===== src/rtl/mem_lsu_pkg.sv =====
// Shared LSU definitions: FSM states, funct3 size codes, size helper.
package mem_lsu_pkg;

    localparam int XLEN   = 32;
    localparam int ADDR_W = 32;

    typedef enum logic [1:0] {
        S_IDLE = 2'd0,
        S_REQ  = 2'd1,
        S_WAIT = 2'd2,
        S_DONE = 2'd3
    } lsu_state_t;

    localparam logic [2:0] F3_B  = 3'b000;
    localparam logic [2:0] F3_H  = 3'b001;
    localparam logic [2:0] F3_W  = 3'b010;
    localparam logic [2:0] F3_BU = 3'b100;
    localparam logic [2:0] F3_HU = 3'b101;

    // Low two bits encode access size: 00 byte, 01 half, else word.
    function automatic logic [1:0] f3_size(input logic [2:0] f3);
        return f3[1:0];
    endfunction

endpackage


===== src/rtl/lsu_align.sv =====
// Lane steering for stores, extract/extend for loads, misalign detect.
module lsu_align
    import mem_lsu_pkg::*;
(
    input  logic [2:0]  funct3,
    input  logic [1:0]  off,
    input  logic [31:0] b2,
    input  logic [31:0] rdata,
    output logic [31:0] wdata,
    output logic [3:0]  wstrb,
    output logic [31:0] ld_data,
    output logic        misalign
);

    logic [31:0] sh;

    assign sh = rdata >> {off, 3'b000};

    always_comb begin
        wdata    = b2;
        wstrb    = 4'b1111;
        ld_data  = sh;
        misalign = 1'b0;
        case (f3_size(funct3))
            2'b00: begin
                wdata   = {4{b2[7:0]}};
                wstrb   = 4'b0001 << off;
                ld_data = funct3[2] ? {24'b0, sh[7:0]}
                                    : {{24{sh[7]}}, sh[7:0]};
            end
            2'b01: begin
                wdata    = {2{b2[15:0]}};
                wstrb    = 4'b0011 << off;
                ld_data  = funct3[2] ? {16'b0, sh[15:0]}
                                     : {{16{sh[15]}}, sh[15:0]};
                misalign = off[0];
            end
            default: begin
                misalign = |off;
            end
        endcase
    end

endmodule


===== src/rtl/mem_lsu.sv =====
// MEM-stage load/store unit: one outstanding valid/ready request,
// pipeline stall until the access completes.
module mem_lsu
    import mem_lsu_pkg::*;
(
    input  logic                clk,
    input  logic                rst_n,
    input  logic                MEM_ld,
    input  logic                MEM_str,
    input  logic [2:0]          MEM_funct3,
    input  logic [XLEN-1:0]     MEM_alu_out,
    input  logic [XLEN-1:0]     MEM_b2,
    output logic [XLEN-1:0]     MEM_data_mem,
    output logic                MEM_stall,
    output logic                MEM_misalign,
    output logic                req_valid,
    input  logic                req_ready,
    output logic                req_we,
    output logic [ADDR_W-3:0]   req_addr,
    output logic [XLEN-1:0]     req_wdata,
    output logic [XLEN/8-1:0]   req_wstrb,
    input  logic                rsp_valid,
    input  logic [XLEN-1:0]     rsp_rdata
);

    lsu_state_t  state;
    logic [2:0]  f3_q;
    logic [1:0]  off_q;
    logic [31:0] result;

    logic        idle;
    logic        cmd;
    logic        go;
    logic [2:0]  f3_sel;
    logic [1:0]  off_sel;
    logic [31:0] al_wdata;
    logic [3:0]  al_wstrb;
    logic [31:0] al_ld;
    logic        al_mis;

    assign idle = (state == S_IDLE);
    assign cmd  = MEM_ld | MEM_str;
    assign go   = idle & cmd & ~al_mis;

    // Live command in IDLE, latched copy once the access is in flight.
    assign f3_sel  = idle ? MEM_funct3 : f3_q;
    assign off_sel = idle ? MEM_alu_out[1:0] : off_q;

    lsu_align u_align (
        .funct3   (f3_sel),
        .off      (off_sel),
        .b2       (MEM_b2),
        .rdata    (rsp_rdata),
        .wdata    (al_wdata),
        .wstrb    (al_wstrb),
        .ld_data  (al_ld),
        .misalign (al_mis)
    );

    assign MEM_misalign = idle & cmd & al_mis;
    assign MEM_stall    = go | (state == S_REQ) | (state == S_WAIT);
    assign MEM_data_mem = (state == S_DONE && !req_we) ? result
                                                       : MEM_alu_out;

    always_ff @(posedge clk or negedge rst_n) begin
        if (!rst_n) begin
            state     <= S_IDLE;
            req_valid <= 1'b0;
            req_we    <= 1'b0;
            req_addr  <= '0;
            req_wdata <= '0;
            req_wstrb <= '0;
            f3_q      <= 3'b0;
            off_q     <= 2'b0;
            result    <= '0;
        end else begin
            unique case (state)
                S_IDLE: begin
                    if (go) begin
                        req_valid <= 1'b1;
                        req_we    <= ~MEM_ld;
                        req_addr  <= MEM_alu_out[ADDR_W-1:2];
                        req_wdata <= MEM_ld ? '0 : al_wdata;
                        req_wstrb <= MEM_ld ? '0 : al_wstrb;
                        f3_q      <= MEM_funct3;
                        off_q     <= MEM_alu_out[1:0];
                        state     <= S_REQ;
                    end
                end
                S_REQ: begin
                    if (req_ready) begin
                        req_valid <= 1'b0;
                        state     <= req_we ? S_DONE : S_WAIT;
                    end
                end
                S_WAIT: begin
                    if (rsp_valid) begin
                        result <= al_ld;
                        state  <= S_DONE;
                    end
                end
                S_DONE: begin
                    state <= S_IDLE;
                end
            endcase
        end
    end

endmodule


===== config.mk =====
export PLATFORM = sky130hd
export DESIGN_NAME = mem_lsu
export DESIGN_NICKNAME = d
export VERILOG_FILES = /design/src/rtl/mem_lsu_pkg.sv /design/src/rtl/lsu_align.sv /design/src/rtl/mem_lsu.sv
export SDC_FILE = /design/constraint.sdc
export NUM_CORES = 1
export LEC_CHECK = 0
export ABC_AREA = 1
export BUFFER_PORTS_ARGS = -buffer_cell sky130_fd_sc_hd__buf_2
export CORE_MARGIN = 3
export CORE_UTILIZATION = 45
export CTS_CLUSTER_DIAMETER = 200
export DETAILED_ROUTE_END_ITERATION = 7
export HOLD_SLACK_MARGIN = 0.12
export PLACE_DENSITY_LB_ADDON = 0.3
export SKIP_LAST_GASP = 1
export SLEW_MARGIN = 10
export SYNTH_ARGS = -nofsm -noshare
export SYNTH_HDL_FRONTEND = slang
export SYNTH_HIERARCHICAL = 1
export SYNTH_SLANG_ARGS = --single-unit

===== constraint.sdc =====
create_clock -name clk -period 3.95 [get_ports clk]
set_input_delay 0.395 -clock clk [delete_from_list [all_inputs] [get_ports clk]]
set_output_delay 0.395 -clock clk [all_outputs]
set_load 0.05 [all_outputs]

==> results.yml, run 1 <==
floorplan:
  die_h_um: 122
  die-area_mm2: 0.0149
  start_util_pct: 46.9
  fp.dieW_um: 122
  io_pins: 207
  core_region_area_mm2: 0.0129
  rows: 41
global_routing:
  grt_usage_pct: 23.9
  antenna_found_initial: 6
  grt.overflow.total: 0
  grt_pass1_vias: 5409
  grt_pass1_wl_um: 28000
  grt_max_degree: 75
logic_synthesis:
  synth_edf_count: 0
  syn-instance-count: 794
  synth_common_cells: "374 x nand2_1, 107 x dfrtp_1, 74 x nand3_1, 36 x o21ai_0, 32 x mux2_2"
  ys_seq_elements: 107
  synth_area_leader_cell: "dfrtp_1"
  ys_seq_area_share_pct: 44.3
  yosysWarnings: 6
  synth.most_common_cell: "nand2_1"
  synth_ff_type: "dfrtp_1"
  synth.top_cell.area_share_pct: 44.3
  syn_area_per_cell_um2: 7.61
  netlist_area_mm2: 0.00604
  syn-num-nets: 904
  ys_top_cells_by_area: "dfrtp_1 44%, nand2_1 23%, nand3_1 6.1%, mux2_2 6.0%, o21ai_0 3.0%"
  async_flop_share_pct: 100
  yosys.cell_types.count: 28
power:
  p_switching_w: 0.00428
  p_leak_nw: 4.09
  internal_power_w: 0.00334
  peakVddDrop_mv: 0.383
  pwr-share-seq_pct: 24.2
  power.density_mw_per_mm2: 1050
  p_total_w: 0.00761
  swShare_pct: 56.2
  combPwrFrac_pct: 65.1
  p_clk_share_pct: 10.7
setup_path:
  crit_cells: 12
  crit_path_max_incr_delay_ps: 430
  arrival_ps: 3210
  reg2reg_slack_ps: 810
  cpMostUsedCell: "inv_1"
  path_buf_inv: 5
  start_kind: "register"
  startpoint: "state[0]"
  cp_max_fo: 32
  required_ps: 3560
  path_cells: "inv_1 > ha_2 > o21ai_1 > inv_8 > nand2_4 > inv_1 > nand2_1 > a22oi_1 > inv_1 > nand2_4 > nand2_1 > buf_2"
  crit_path_end_kind: "output port"
  critPathSlowestCell: "dfrtp_1"
  timing.rr.start: "state[0]"
  r2r-end: "req_wdata[25]"
  critical_path_class: "reg -> out"
  r2r_cells: 12
  path_delay_family: "buffers and inverters"
cells_and_area:
  final_core_util_pct: 56.5
  area_delta_synth_final_pct: 20.5
  nets: 1073
  drive_gt1_share_pct: 29.3
  stdcell_count: 1140
  fillers: 1257
min_path:
  min_path_type: "in -> async"
timing:
  finalSetupViolCount: 0
  maxSlewHeadroom_pct: 24.8
  tightest_slew_ps: 1130
  fin_crit_ps: 3610
  period_share_pct: 91.3
  hold_viol: 0
  fin_setup_tns_ps: 0
  rsz0062_at_grt: "false"
  finalMaxSlewViolations: 0
  finClkSkew_ps: 7.34
  timing.fmax_mhz: 277
  setup_ws_ps: 342
detailed_routing:
  drt-pass1-iter-count: 5
  drc: 0
  drtIter0Drc: 662
  routed_wl_um: 17600
  vias_per_cell: 5.08
  detail-route-antenna-nets: 0
  routedWlPerCell_um: 15.4
  vias: 5791
placed_design:
  hpwl_um: 12700
  dpl.cell_count: 1124
  dp_slack_ps: 577
  gp_congestion: 0.875
  io_buffers: 206
cts:
  htreeDepth: 3
  clock-sinks: 107
  root_buffer: "clkbuf_16"
  cts_max_path_buffers: 2
  numCtsBuffers: 9
  clock_latency_ps: 340
  path_clk_slew_ps: 70
  cts_tree: "done"
outcome:
  status: "completed"
run:
  drv_cap: 0
placed cells by master (no fill, tap or decap):
cell	n
o21ai_1	26
diode_2	2
nor2_1	13
a22oi_1	1
buf_2	205
dfrtp_1	107
nand2_1	374
o21ai_2	2
ha_1	4
o21bai_1	1
buf_4	10
clkinv_1	1
inv_2	4
o211ai_1	8
o21ai_0	32
buf_12	1
and2_1	1
nand3_4	2
nor2_4	4
a21oi_1	16
inv_1	24
nand3_1	74
clkinvlp_4	4
mux2_2	32
clkbuf_16	9
nand3_2	5
inv_8	1
ha_2	1
clkbuf_1	1
nand2_4	3
cell type report:
class / instances / area, um2 / share of cell area (%)
Sequential cell: 107 / 2680 / 36.8
Tap cell: 172 / 215 / 2.96
Multi-Input combinational cell: 599 / 2880 / 39.6
Inverter: 30 / 120 / 1.65
Clock buffer: 10 / 229 / 3.15
Antenna cell: 2 / 5.00 / 0.0688
Clock inverter: 4 / 30.0 / 0.413
Timing Repair Buffer: 216 / 1120 / 15.4
sequential cells by signal (all words and copies together) (netlist names):
signal	flops
req_we	1
state	2
req_addr	30
result	32
req_wdata	32
off_q	2
req_wstrb	4
req_valid	1
f3_q	3
worst max-delay path by stage:
| stage | slack [ps] | end |
|---|---|---|
| 2_1_floorplan | 720 | MEM_misalign |
| 3_3_place_gp | 710 | MEM_stall |
| 3_5_place_dp | 580 | MEM_stall |
| 4_1_cts | 160 | MEM_stall |
| 5_1_grt | 60 | MEM_stall |
| 6_report | 340 | MEM_stall |
repair_timing:
action | CTS | global route
setup buffers | 0 | 0
hold buffers | 0 | 0
setup endpoints to repair | 0 | 1
resized for setup | 0 | 2
hold endpoints to repair | 0 | 0
layer usage:
metal | track usage, % | wire (um)
met1 | 34.2 | 7940
met2 | 35.6 | 7840
met3 | 5.57 | 1330
met4 | 8.33 | 414
met5 | 0 | 36
worst reg2reg max path, stage by stage (launching register included):
cell     delay, ps
dfrtp_1        430
inv_1          150
ha_2           380
o21ai_1        230
inv_8          170
nand2_4        120
inv_1          110
nand2_1         60
a22oi_1        380
inv_1          180
nand2_4        340
buf_12         330
o21ai_0        150
per-stage QoR:
step                instance area, um2  hold slack (ps)
floorplan                         6040             99.4
global placement                  7010              459
detailed placement                7010              459
CTS                               7270              152
global route                      7280              175
finish                            7280              123
power by group through the flow:
stage               combinational (W)  clock (W)  sequential [W]
finish                        0.00496   0.000812         0.00185
floorplan                     0.00294          0         0.00289
detailed placement            0.00492          0         0.00186
global route                  0.00543   0.000876         0.00191
global placement              0.00487          0         0.00186
CTS                           0.00495   0.000829         0.00185
cells by family (layout without fill, tap and decap cells):
logic type	count (synthesis)	in the layout	synth area share (%)
AND/OR/NAND/NOR	476	476	32.8
adder cells (fa/ha/maj)	5	5	1.04
other	0	2	0
buffers and inverters	88	260	8.38
AO/OA/AOI/OAI	86	86	7.54
multiplexers	32	32	5.96
flip-flops	107	107	44.3
No activity file was read; power rests on OpenSTA's default activity.
==> run 2: changes to the inputs <==
--- a/config.mk
+++ b/config.mk
@@ -5,7 +5,6 @@
 export SDC_FILE = /design/constraint.sdc
 export NUM_CORES = 1
 export LEC_CHECK = 0
-export ABC_AREA = 1
 export BUFFER_PORTS_ARGS = -buffer_cell sky130_fd_sc_hd__buf_2
 export CORE_MARGIN = 3
 export CORE_UTILIZATION = 45
==> run 2 against run 1 <==
Against the previous run:
- routed wire length is 2.1% lower
- via count is 11% lower
- flip-flop and latch count stayed put
- area after synthesis is 5.1% higher
- sequential share of layout area is 1.9 points lower
==> results.yml, run 2 <==
cts:
  root_buffer: "clkbuf_16"
  cts_max_path_buffers: 2
  path_clk_slew_ps: 70
  cts_tree: "done"
  postCtsSetupRepairBufs: 0
  clock_latency_ps: 350
  numCtsBuffers: 9
  htreeDepth: 3
  cts_resized: 0
  clock-sinks: 107
  cts_hold_buf: 0
global_routing:
  grt_pass1_vias: 5369
  grt_usage_pct: 22.1
  grt.overflow.total: 0
  grt_max_degree: 76
  grt_pass1_wl_um: 28200
  antenna_found_initial: 0
run:
  drv_cap: 0
outcome:
  status: "completed"
setup_path:
  critical_path_class: "reg -> out"
  startpoint: "state[0]"
  path_delay_family: "buffers and inverters"
  critPathSlowestCell: "mux2_2"
  timing.rr.start: "state[0]"
  arrival_ps: 2960
  reg2reg_slack_ps: 810
  path_buf_inv: 4
  path_cells: "inv_1 > ha_1 > mux2_2 > nand2_1 > nand2_2 > buf_4 > inv_1 > nor2_1 > buf_2"
  crit_cells: 9
  required_ps: 3560
  crit_path_max_incr_delay_ps: 510
  r2r_cells: 8
  crit_path_end_kind: "output port"
  cpMostUsedCell: "inv_1"
  r2r-end: "result[13]"
  cp_max_fo: 25
  crit_end: "MEM_misalign"
  start_kind: "register"
logic_synthesis:
  ys_seq_elements: 107
  synth_area_leader_cell: "dfrtp_1"
  syn-instance-count: 578
  synth_common_cells: "107 x dfrtp_1, 90 x mux2_2, 53 x nand2_1, 42 x o21ai_0, 41 x inv_1"
  yosysWarnings: 6
  synth_edf_count: 0
  syn_area_per_cell_um2: 11.0
  async_flop_share_pct: 100
  netlist_area_mm2: 0.00635
  yosys.cell_types.count: 46
  syn-num-nets: 688
  ys_top_cells_by_area: "dfrtp_1 42%, mux2_2 16%, mux2_1 4.1%, o41ai_2 3.3%, o21ai_0 3.3%"
  synth_ff_type: "dfrtp_1"
  synth.top_cell.area_share_pct: 42.2
  synth.most_common_cell: "dfrtp_1"
  ys_seq_area_share_pct: 42.2
timing:
  period_share_pct: 84.9
  maxSlewHeadroom_pct: 46.9
  fin_crit_ps: 3350
  finalMaxSlewViolations: 0
  rsz0062_at_grt: "false"
  finalSetupViolCount: 0
  finClkSkew_ps: 8.30
  fin_setup_tns_ps: 0
  setup_ws_ps: 596
  tightest_slew_ps: 797
  hold_viol: 0
  timing.fmax_mhz: 298
placed_design:
  dpl.cell_count: 913
  hpwl_um: 12600
  io_buffers: 206
  gp_congestion: 0.866
  dpl_cell_area_mm2: 0.00737
  dp_slack_ps: 841
detailed_routing:
  vias_per_cell: 5.53
  routedWlPerCell_um: 18.5
  routed_wl_um: 17200
  drc: 0
  drt-pass1-iter-count: 5
  detail-route-antenna-nets: 0
  vias: 5130
  drtIter0Drc: 251
floorplan:
  io_pins: 207
  fp.dieW_um: 125
  core_region_area_mm2: 0.0135
  start_util_pct: 47.0
  die-area_mm2: 0.0156
  rows: 42
  die_h_um: 125
cells_and_area:
  final_core_util_pct: 56.9
  mostFrequentLayoutCells: "205 x buf_2, 107 x dfrtp_1, 90 x mux2_2, 52 x nand2_1, 42 x o21ai_0"
  regArea_mm2: 0.00268
  fillers: 1181
  drive_gt1_share_pct: 49.1
  final_common_cell: "buf_2"
  antenna_cells: 0
  stdcell_count: 928
  fin_area_mm2: 0.00768
  multi_input_area_mm2: 0.00319
  top_regs: "req_wdata x32, result x32, req_addr x30"
  nets: 858
  area_delta_synth_final_pct: 21.0
min_path:
  min_path_type: "in -> async"
power:
  p_leak_nw: 3.90
  peakVddDrop_mv: 0.471
  power.density_mw_per_mm2: 1030
## run 2: cell types whose count changed after synthesis, sizes merged, moves of 3 or more
cell and delta:
nor2b +12, o21ai -11, nor2 -8, o41ai +36, mux2i +16, mux2 +91, inv +12, buf +3
a2bb2oi +9, a211oi +9, o211ai -8, nand2 -324, nand3 -66
## run 2: through the flow
| stage | total power, W | hold WS, ps |
|---|---|---|
| after floorplan | 0.00599 | 99.4 |
| after global placement | 0.00688 | 461 |
| after detailed placement | 0.00698 | 470 |
| after CTS | 0.00799 | 135 |
| after global routing | 0.00844 | 180 |
| final | 0.00792 | 111 |
## run 2: area by class of cell
| class | count | area share [%] |
|---|---|---|
| timing repair buffer | 219 | 14.7 |
| tap | 176 | 2.87 |
| multi-input combinational | 370 | 41.5 |
| sequential | 107 | 34.8 |
| clock buffer | 9 | 2.93 |
| inverter | 41 | 2.00 |
| clock inverter | 6 | 1.17 |
## run 2: logic make-up after synthesis
kind of cell    Yosys count  synth area share, %
compound gates          128                 16.0
fa+ha+maj                 5                0.985
buf+inv                 101                 7.82
flops                   107                 42.2
mux                     139                 24.9
simple gates             98                 8.06
## run 2: report_power, final
group | internal [W] | switching (W)
Clock | 0.000555 | 0.000414
Sequential | 0.00159 | 0.000267
Combinational | 0.00166 | 0.00344
Total | 0.00380 | 0.00412
## run 2: metal layers
layer	wire length [um]	vias up	GRT usage, %	share of wire, %
li1	-	2406	-	-
met1	7100	2477	27.9	41
met2	8180	220	36.4	48
met3	1490	27	5.96	8.6
met4	423	0	8.25	2.5
met5	0	-	0	0
## run 2: how the worst min path moves through the flow
| stage | slack [ps] | endpoint | startpoint | cells past startpoint |
|---|---|---|---|---|
| final | 110 | req_addr[12] | rst_n | 1 |
| after global placement | 460 | req_addr[15] | req_addr[15] | 1 |
| after detailed placement | 470 | req_addr[9] | req_addr[9] | 1 |
| after global routing | 180 | req_addr[12] | rst_n | 1 |
| after CTS | 140 | req_addr[12] | rst_n | 1 |
| after floorplan | 100 | f3_q[0] | rst_n | 0 |
==> run 3: changes to the inputs <==
==> constraint.sdc (replaced) <==
create_clock -name clk -period 3.1 [get_ports clk]
set_input_delay 0.31 -clock clk [delete_from_list [all_inputs] [get_ports clk]]
set_output_delay 0.31 -clock clk [all_outputs]
set_load 0.05 [all_outputs]
==> run 3 against run 2 <==
Against the previous run:
- die area unchanged
- first-iteration DRC count rose by 29%
- register-to-register slack worse by 570 ps
- clock-buffer cell count is 2 higher
- largest power group unchanged
==> results.yml, run 3 (same netlist as run 2, synthesis figures left out) <==
timing:
  hold_viol: 0
  tightest_slew_ps: 1070
  whs_ps: 179
  rsz0062_at_grt: "false"
  finalMaxSlewViolations: 0
  timing.fmax_mhz: 350
  fin_crit_ps: 2860
  fin_setup_tns_ps: 0
  maxSlewHeadroom_pct: 28.2
  period_share_pct: 92.1
  finalSetupViolCount: 0
  finClkSkew_ps: 11.3
power:
  swShare_pct: 51.6
  p_leak_nw: 3.94
  peakVddDrop_mv: 0.551
  power.density_mw_per_mm2: 1330
  p_total_w: 0.0103
  pwr-share-seq_pct: 22.7
  p_switching_w: 0.00533
  combPwrFrac_pct: 65.2
  internal_power_w: 0.00501
  p_clk_share_pct: 12.1
cts:
  root_buffer: "clkbuf_16"
  numCtsBuffers: 9
  htreeDepth: 3
  clock_latency_ps: 360
  path_clk_slew_ps: 70
  clock-sinks: 107
  postCtsSetupRepairBufs: 0
  cts_max_path_buffers: 2
  cts_tree: "done"
cells_and_area:
  area_delta_synth_final_pct: 22.8
  top_regs: "req_wdata x32, result x32, req_addr x30"
  mostFrequentLayoutCells: "205 x buf_2, 107 x dfrtp_1, 90 x mux2_2, 52 x nand2_1, 42 x o21ai_0"
  drive_gt1_share_pct: 49.3
  final_common_cell: "buf_2"
  nets: 862
  antenna_cells: 0
setup_path:
  path_cells: "inv_1 > ha_2 > mux2_2 > buf_4 > mux2_2 > a32oi_4 > buf_4 > nand3_1 > mux2_2"
  r2r_cells: 9
  critical_path_class: "reg -> reg"
  crit_path_end_kind: "register"
  arrival_ps: 3100
  path_buf_inv: 3
  start_kind: "register"
  path_delay_family: "multiplexers"
  cpMostUsedCell: "mux2_2"
  required_ps: 3340
  crit_cells: 9
  critPathSlowestCell: "dfrtp_1"
  cp_max_fo: 33
  crit_path_max_incr_delay_ps: 420
detailed_routing:
  drtIter0Drc: 323
  routedWlPerCell_um: 18.8
  drt-pass1-iter-count: 4
  vias: 5170
  vias_per_cell: 5.55
  drc: 0
  detail-route-antenna-nets: 0
  routed_wl_um: 17500
floorplan:
  io_pins: 207
  die-area_mm2: 0.0156
  die_h_um: 125
  start_util_pct: 47.0
  core_region_area_mm2: 0.0135
  rows: 42
  fp.dieW_um: 125
global_routing:
  grt_max_degree: 76
  grt.overflow.total: 0
  grt_usage_pct: 21.9
  grt_pass1_vias: 5286
  antenna_found_initial: 0
  grt_pass1_wl_um: 27700
min_path:
  min_path_cells: 2
  min_path_type: "in -> reg"
placed_design:
  io_buffers: 206
  gp_congestion: 0.922
  hpwl_um: 12600
outcome:
  status: "completed"
run:
  drv_cap: 0
## run 3: path summary, 6_finish.rpt
check / from / to / slack (ps)
max in group asynchronous: rst_n / req_wdata[28] / 1780
worst max-delay path: state[0] / result[18] / 240
worst min-delay path: MEM_alu_out[18] / req_addr[16] / 180
min in group asynchronous: rst_n / req_addr[12] / 560
worst min register to register: req_addr[22] / req_addr[22] / 480
worst max register to register: state[0] / result[18] / 240
## run 3: metal layers
metal	routed length [um]	part of all wire, %	global-route usage [%]
met1	7150	41	27.1
met5	0	0	0
met4	298	1.7	7.80
met3	1360	7.8	5.27
met2	8720	50	37.2
## run 3: stage by stage
| stage | cell area, um2 | instances | worst slack, ps | utilization (%) |
|---|---|---|---|---|
| 3_3_place_gp | 7420 | 915 | 187 | 54.9 |
| 2_1_floorplan | 6360 | 578 | 5.13 | - |
| 6_report | 7790 | 932 | 245 | 57.7 |
| 5_1_grt | 7790 | 932 | 58.3 | 57.7 |
| 3_5_place_dp | 7420 | 915 | 35.5 | 54.9 |
| 4_1_cts | 7750 | 931 | 16.8 | 57.4 |
## run 3: power by group through the flow
| stage | Clock [W] | Combinational (W) | Sequential [W] |
|---|---|---|---|
| floorplan | 0 | 0.00401 | 0.00364 |
| global placement | 0 | 0.00644 | 0.00234 |
| detailed placement | 0 | 0.00658 | 0.00237 |
| CTS | 0.00127 | 0.00663 | 0.00236 |
| global route | 0.00133 | 0.00718 | 0.00243 |
| finish | 0.00125 | 0.00674 | 0.00235 |
## run 3: layout make-up
cell class              count  area [um2]
multi-input cells         370        3210
repair buffers            223        1220
inverters                  41         154
clock inverters             4        73.8
fillers                  1144        5710
clock buffers              11         243
well taps                 176         220
flip-flops and latches    107        2680
## run 3: what timing repair did
| item | 4_1_cts | 5_1_grt |
|---|---|---|
| setup endpoints to repair | 1 | 6 |
| gates cloned | 0 | 1 |
| endpoints found under the hold margin | 54 | 0 |
| pin swaps | 0 | 0 |
| hold buffers | 1 | 0 |
| gates resized for setup | 2 | 3 |
## run 3: worst reg2reg max path, stage by stage, from the launching register on
cell     delay [ps]
dfrtp_1         420
inv_1           140
ha_2            270
mux2_2          400
buf_4           260
mux2_2          380
a32oi_4         220
buf_4           280
nand3_1         110
mux2_2          290
